File: config.mk
export PLATFORM = sky130hd
export DESIGN_NAME = bcd_counter_n
export DESIGN_NICKNAME = d
export VERILOG_FILES = /design/src/rtl/bcd_counter_n.sv
export SDC_FILE = /design/constraint.sdc
export NUM_CORES = 1
export LEC_CHECK = 0
export CELL_PAD_IN_SITES_DETAIL_PLACEMENT = 1
export CELL_PAD_IN_SITES_GLOBAL_PLACEMENT = 2
export CORE_MARGIN = 4
export CORE_UTILIZATION = 25
export DETAILED_ROUTE_END_ITERATION = 6
export PLACE_DENSITY_LB_ADDON = 0.1
export SETUP_SLACK_MARGIN = 0.5
export SLEW_MARGIN = 20
export SYNTH_ARGS = -nofsm -noshare
export SYNTH_HDL_FRONTEND = slang
export SYNTH_SLANG_ARGS = --single-unit
File: constraint.sdc
create_clock -name clk -period 2.8 [get_ports clk]
set_clock_uncertainty 0.05 [all_clocks]
set_input_delay 0.84 -clock clk [delete_from_list [all_inputs] [get_ports clk]]
set_output_delay 0.84 -clock clk [all_outputs]
set_load 0.02 [all_outputs]
File: src/rtl/bcd_counter_n.sv
// Multi-digit BCD up/down counter with load, clear, wrap/saturate boundary
// handling, a combinational cascade terminal count and a sticky overflow flag.
module bcd_counter_n #(
  parameter int DIGITS   = 4,
  parameter bit SATURATE = 1'b0
) (
  input  logic                  clk,
  input  logic                  reset,
  input  logic                  en,
  input  logic                  up_dn,
  input  logic                  clear,
  input  logic                  load,
  input  logic [4*DIGITS-1:0]   load_val,
  output logic [4*DIGITS-1:0]   bcd_out,
  output logic                  tc,
  output logic                  ovf,
  output logic                  load_err
);

  logic                  all9;
  logic                  all0;
  logic                  at_bound;
  logic                  carry;
  logic                  any_clamp;
  logic [3:0]            dig;
  logic [3:0]            ld_dig;
  logic [4*DIGITS-1:0]   step_val;
  logic [4*DIGITS-1:0]   load_fixed;

  // Non-BCD load digits are forced to 9 so bcd_out never shows 10..15
  function automatic logic [3:0] clamp_digit(input logic [3:0] d);
    return (d > 4'd9) ? 4'd9 : d;
  endfunction

  function automatic logic [3:0] inc_digit(input logic [3:0] d);
    return (d == 4'd9) ? 4'd0 : d + 4'd1;
  endfunction

  function automatic logic [3:0] dec_digit(input logic [3:0] d);
    return (d == 4'd0) ? 4'd9 : d - 4'd1;
  endfunction

  // Ripple the carry/borrow through all digits and build the clamped load value
  always_comb begin
    all9       = 1'b1;
    all0       = 1'b1;
    carry      = 1'b1;
    any_clamp  = 1'b0;
    dig        = 4'd0;
    ld_dig     = 4'd0;
    step_val   = '0;
    load_fixed = '0;
    for (int i = 0; i < DIGITS; i++) begin
      dig    = bcd_out[4*i +: 4];
      ld_dig = load_val[4*i +: 4];
      all9   = all9 & (dig == 4'd9);
      all0   = all0 & (dig == 4'd0);
      if (carry) begin
        step_val[4*i +: 4] = up_dn ? inc_digit(dig) : dec_digit(dig);
      end else begin
        step_val[4*i +: 4] = dig;
      end
      // A higher digit moves only while every lower digit sits at the rollover value
      carry = carry & (up_dn ? (dig == 4'd9) : (dig == 4'd0));
      load_fixed[4*i +: 4] = clamp_digit(ld_dig);
      any_clamp = any_clamp | (ld_dig > 4'd9);
    end
  end

  // Terminal count: the next enabled step crosses the all-9s / all-0s boundary
  always_comb begin
    at_bound = up_dn ? all9 : all0;
    tc       = en & at_bound;
  end

  // Count register with clear > load > en priority
  always_ff @(posedge clk or negedge reset) begin
    if (!reset) begin
      bcd_out  <= '0;
      ovf      <= 1'b0;
      load_err <= 1'b0;
    end else if (clear) begin
      bcd_out  <= '0;
      ovf      <= 1'b0;
      load_err <= 1'b0;
    end else if (load) begin
      bcd_out  <= load_fixed;
      ovf      <= 1'b0;
      load_err <= any_clamp;
    end else begin
      load_err <= 1'b0;
      if (en) begin
        if (at_bound) begin
          ovf <= 1'b1;
          // Wrapping falls out of the digit ripple; saturation just holds the value
          if (!SATURATE) begin
            bcd_out <= step_val;
          end
        end else begin
          bcd_out <= step_val;
        end
      end
    end
  end

endmodule

==> results.sh <==
export IMPL_cellInternalPower_w=0.000620
export IMPL_setup_violations_final=1
export IMPL_timing_final_hold_violations=0
export IMPL_die_height_um=92.0
export IMPL_antenna_left=0
export IMPL_fp_dieArea_mm2=0.00846
export IMPL_grt_max_degree=22
export IMPL_power_frac_clock_pct=24.0
export IMPL_sequential_cell_area_um2=450
export IMPL_tritoncts_sink_count=18
export IMPL_worst_margin_slew_ns=0.519
export IMPL_post_placement_setup_slack_ns=-1.15
export IMPL_netSwitchingPower_w=0.000347
export IMPL_post_synth_main_area_contributors="dfrtp_1, o21ai_0, nor2_1, a221oi_1, a21oi_1"
export IMPL_cts_made_buffers=3
export IMPL_final_nets=320
export IMPL_kind_of_path_behind_the_tightest_hold_check="reg -> reg"
export IMPL_switching_portion_of_total_power_pct=35.9
export IMPL_grt_pass1_vias=1944
export IMPL_post_layout_total_power_w=0.000967
export IMPL_core_area_mm2=0.00683
export IMPL_clk_pin_slew_ns=0.08
export IMPL_synthDistinctLibCells=52
export IMPL_layout_setup_ws_ns=-0.237
export IMPL_finalWeightedCongestion=0.753
export IMPL_power_ir_vdd_worst_uv=151
export IMPL_drv_max_cap_violation_count=0
export IMPL_grt_util_all_layers_pct=16.0
export IMPL_combPwrFrac_pct=45.5
export IMPL_cts_hold_buf=0
export IMPL_cp_endpoint_kind="output pin"
export IMPL_synth_warning_count=0
export IMPL_grt_antenna_before_repair=0
export IMPL_postSynth_asyncResetShare_pct=100
export IMPL_worstPathMaxFanout=2
export IMPL_area_delta_synth_final_pct=56.9
export IMPL_worst_slew_margin_rel_pct=65.0
export IMPL_io_buffer_count=40
export IMPL_drc_errors=0
export IMPL_post_route_period_util_pct=108
export IMPL_multi_input_area_mm2=0.00126
export IMPL_synth_seq_area_share_pct=25.6
export IMPL_leakage_power_total_nw=1.24
export IMPL_overflow=0
export IMPL_dr_total_vias=1958
export IMPL_grt_first_pass_wirelength_um=10700
export IMPL_drt_pass1_iter_count=4
export IMPL_cp_start_kind="primary input"
export IMPL_cts_tree="built"
export IMPL_clock_latency_ns=0.26
export IMPL_synthCells=225
export IMPL_num_rows=30
export IMPL_die_width_um=92.0
export IMPL_number_of_design_rule_violations_left_by_the_first_detailed_router_iteration=91
export IMPL_seq_power_share_pct=30.5
export IMPL_fin_tns_setup_ns=-0.237
export IMPL_slew_viol_final=0
export IMPL_synth_seq_cells=18
export IMPL_status="complete, but fails checks"
export IMPL_syn_nets=250
export IMPL_final_min_clock_period_ns=3.04
export IMPL_rsz0062_at_grt="true"
export IMPL_clockBufferDepth=2
export IMPL_layout_drive_gt1_share_pct=28.6
export IMPL_critical_path_class="in -> out"
export IMPL_post_synth_cell_area_avg_um2=7.84
export IMPL_yosys_area_top_type="dfrtp_1"
export IMPL_starting_density_of_the_core_pct=25.8
export IMPL_power_density_mw_per_mm2=349
export IMPL_worst_ep_arrival_time_ns=2.15
export IMPL_cts_htree_levels=1
export IMPL_num_antenna_cells=0
export IMPL_top_level_ports=41
export IMPL_ys_dominant_reg_cell="dfrtp_1"
export IMPL_timing_critical_path_required_ns=1.91
export IMPL_wl_per_cell_um=17.0
export IMPL_clockRootBuffer="clkbuf_8"
export IMPL_clock_fmax_mhz=329
export IMPL_post_synth_top_area_fraction_pct=25.6
export IMPL_drt_wl_total_um=6640
export IMPL_avgViaCountPerCell=5.02
export IMPL_synth_cell_area_mm2=0.00176
export IMPL_failed_checks="setup timing"
export IMPL_final_fill_count=823
export IMPL_synth_enable_flop_cells=0
export IMPL_dp_hpwl_um=4690
export IMPL_utilization_pct=40.5
-- per-stage QoR --
step	hold slack (ns)	std cells	cell area, um2
after floorplan	0.494	225	1780
after global placement	0.411	375	2450
after detailed placement	0.433	375	2450
after CTS	0.452	387	2670
after global routing	0.457	390	2770
final	0.448	390	2770
-- power by group through the flow --
stage / Sequential [W] / Clock [W] / Combinational (W)
after floorplan: 0.000325 / 0 / 0.000197
after global placement: 0.000299 / 0 / 0.000402
after detailed placement: 0.000300 / 0 / 0.000403
after CTS: 0.000294 / 0.000240 / 0.000431
after global routing: 0.000298 / 0.000252 / 0.000481
final: 0.000295 / 0.000232 / 0.000440
-- worst paths after layout --
path / start / end / slack (ns) / cells past startpoint
max: up_dn / tc / -0.24 / 6
min: ovf / ovf / 0.45 / 1
max reg2reg: bcd_out[0] / bcd_out[11] / 0.73 / 8
min reg2reg: ovf / ovf / 0.45 / 1
max in group asynchronous: reset / bcd_out[6] / 1.61 / 2
min in group asynchronous: reset / bcd_out[13] / 0.86 / 2
-- registers in the layout, summed over array words and instances, names as in the netlist --
signal    count
ovf           1
bcd_out      16
load_err      1
-- final cells by class --
| type | instances | area share (%) |
|---|---|---|
| flip-flops and latches | 18 | 16.3 |
| multi-input cells | 175 | 45.5 |
| repair buffers | 89 | 30.8 |
| well taps | 96 | 4.34 |
| clock buffers | 4 | 1.99 |
| inverters | 8 | 1.09 |
-- Yosys cell counts (2+ instances only) --
master and count:
a221oi_1 7, nor3b_1 2, ha_1 3, nand2b_1 2
and3_1 4, buf_2 6, and2_1 3, dfrtp_1 18
o21bai_1 2, xnor2_1 4, o211ai_1 4, a211o_1 2
or2_2 2, nor4_1 3, nand2_1 15, nand3b_1 2
mux2_2 3, nor2_1 21, o22ai_1 5, a21oi_1 12
a21o_1 2, nand4_1 3, a211oi_1 5, a31oi_1 2
buf_6 4, inv_1 8, o21ai_0 18, clkbuf_1 11
buf_1 2, mux2i_1 6, nor3_1 5, nand3_1 12
nor2b_1 8
-- repair_timing --
action                     4_1_cts  5_1_grt
resized for setup               38       22
setup endpoints to repair       24       19
cloned                           2        0
setup buffers                    6        3
pin swaps                       15       13
-- layer usage --
metal	global-route usage [%]	vias up	part of all wire [%]
li1	-	975	-
met1	22.4	951	48
met2	26.5	30	48
met3	1.80	2	2.8
met4	3.09	0	0.57
met5	0	-	0
-- cell usage in the layout, fill, tap and decap left out, types with 3 or more instances in the layout --
cell	n
buf_4	42
clkdlybuf4s50_1	23
nor2_1	21
dfrtp_1	18
o21ai_0	15
nand2_1	13
a21oi_1	12
dlygate4sd2_1	9
inv_1	8
nand3_1	8
nor2b_1	7
mux2i_1	6
a221oi_1	6
dlymetal6s2s_1	6
a211oi_1	5
o22ai_1	5
buf_6	5
o211ai_1	4
clkbuf_8	4
nand4_1	3
nor4_1	3
nand3_2	3
mux2_4	3
nor3_1	3
ha_1	3
-- cells by family (layout without fill, tap and decap cells) --
| family | after synthesis | in the layout | synth area share (%) |
|---|---|---|---|
| AO/OA/AOI/OAI | 72 | 72 | 29.7 |
| multiplexers | 9 | 9 | 5.32 |
| buffers and inverters | 32 | 101 | 9.16 |
| XOR/XNOR | 5 | 5 | 2.48 |
| flip-flops | 18 | 18 | 25.5 |
| AND/OR/NAND/NOR | 86 | 86 | 25.7 |
| adder cells (fa/ha/maj) | 3 | 3 | 2.13 |
-- critical path, stage by stage --
cell and delay, ns:
buf_6 0.07, and2_4 0.13, nand4_1 0.10, or4_4 0.45, a2111oi_4 0.34, buf_4 0.21
No activity file was read; power rests on OpenSTA's default activity.
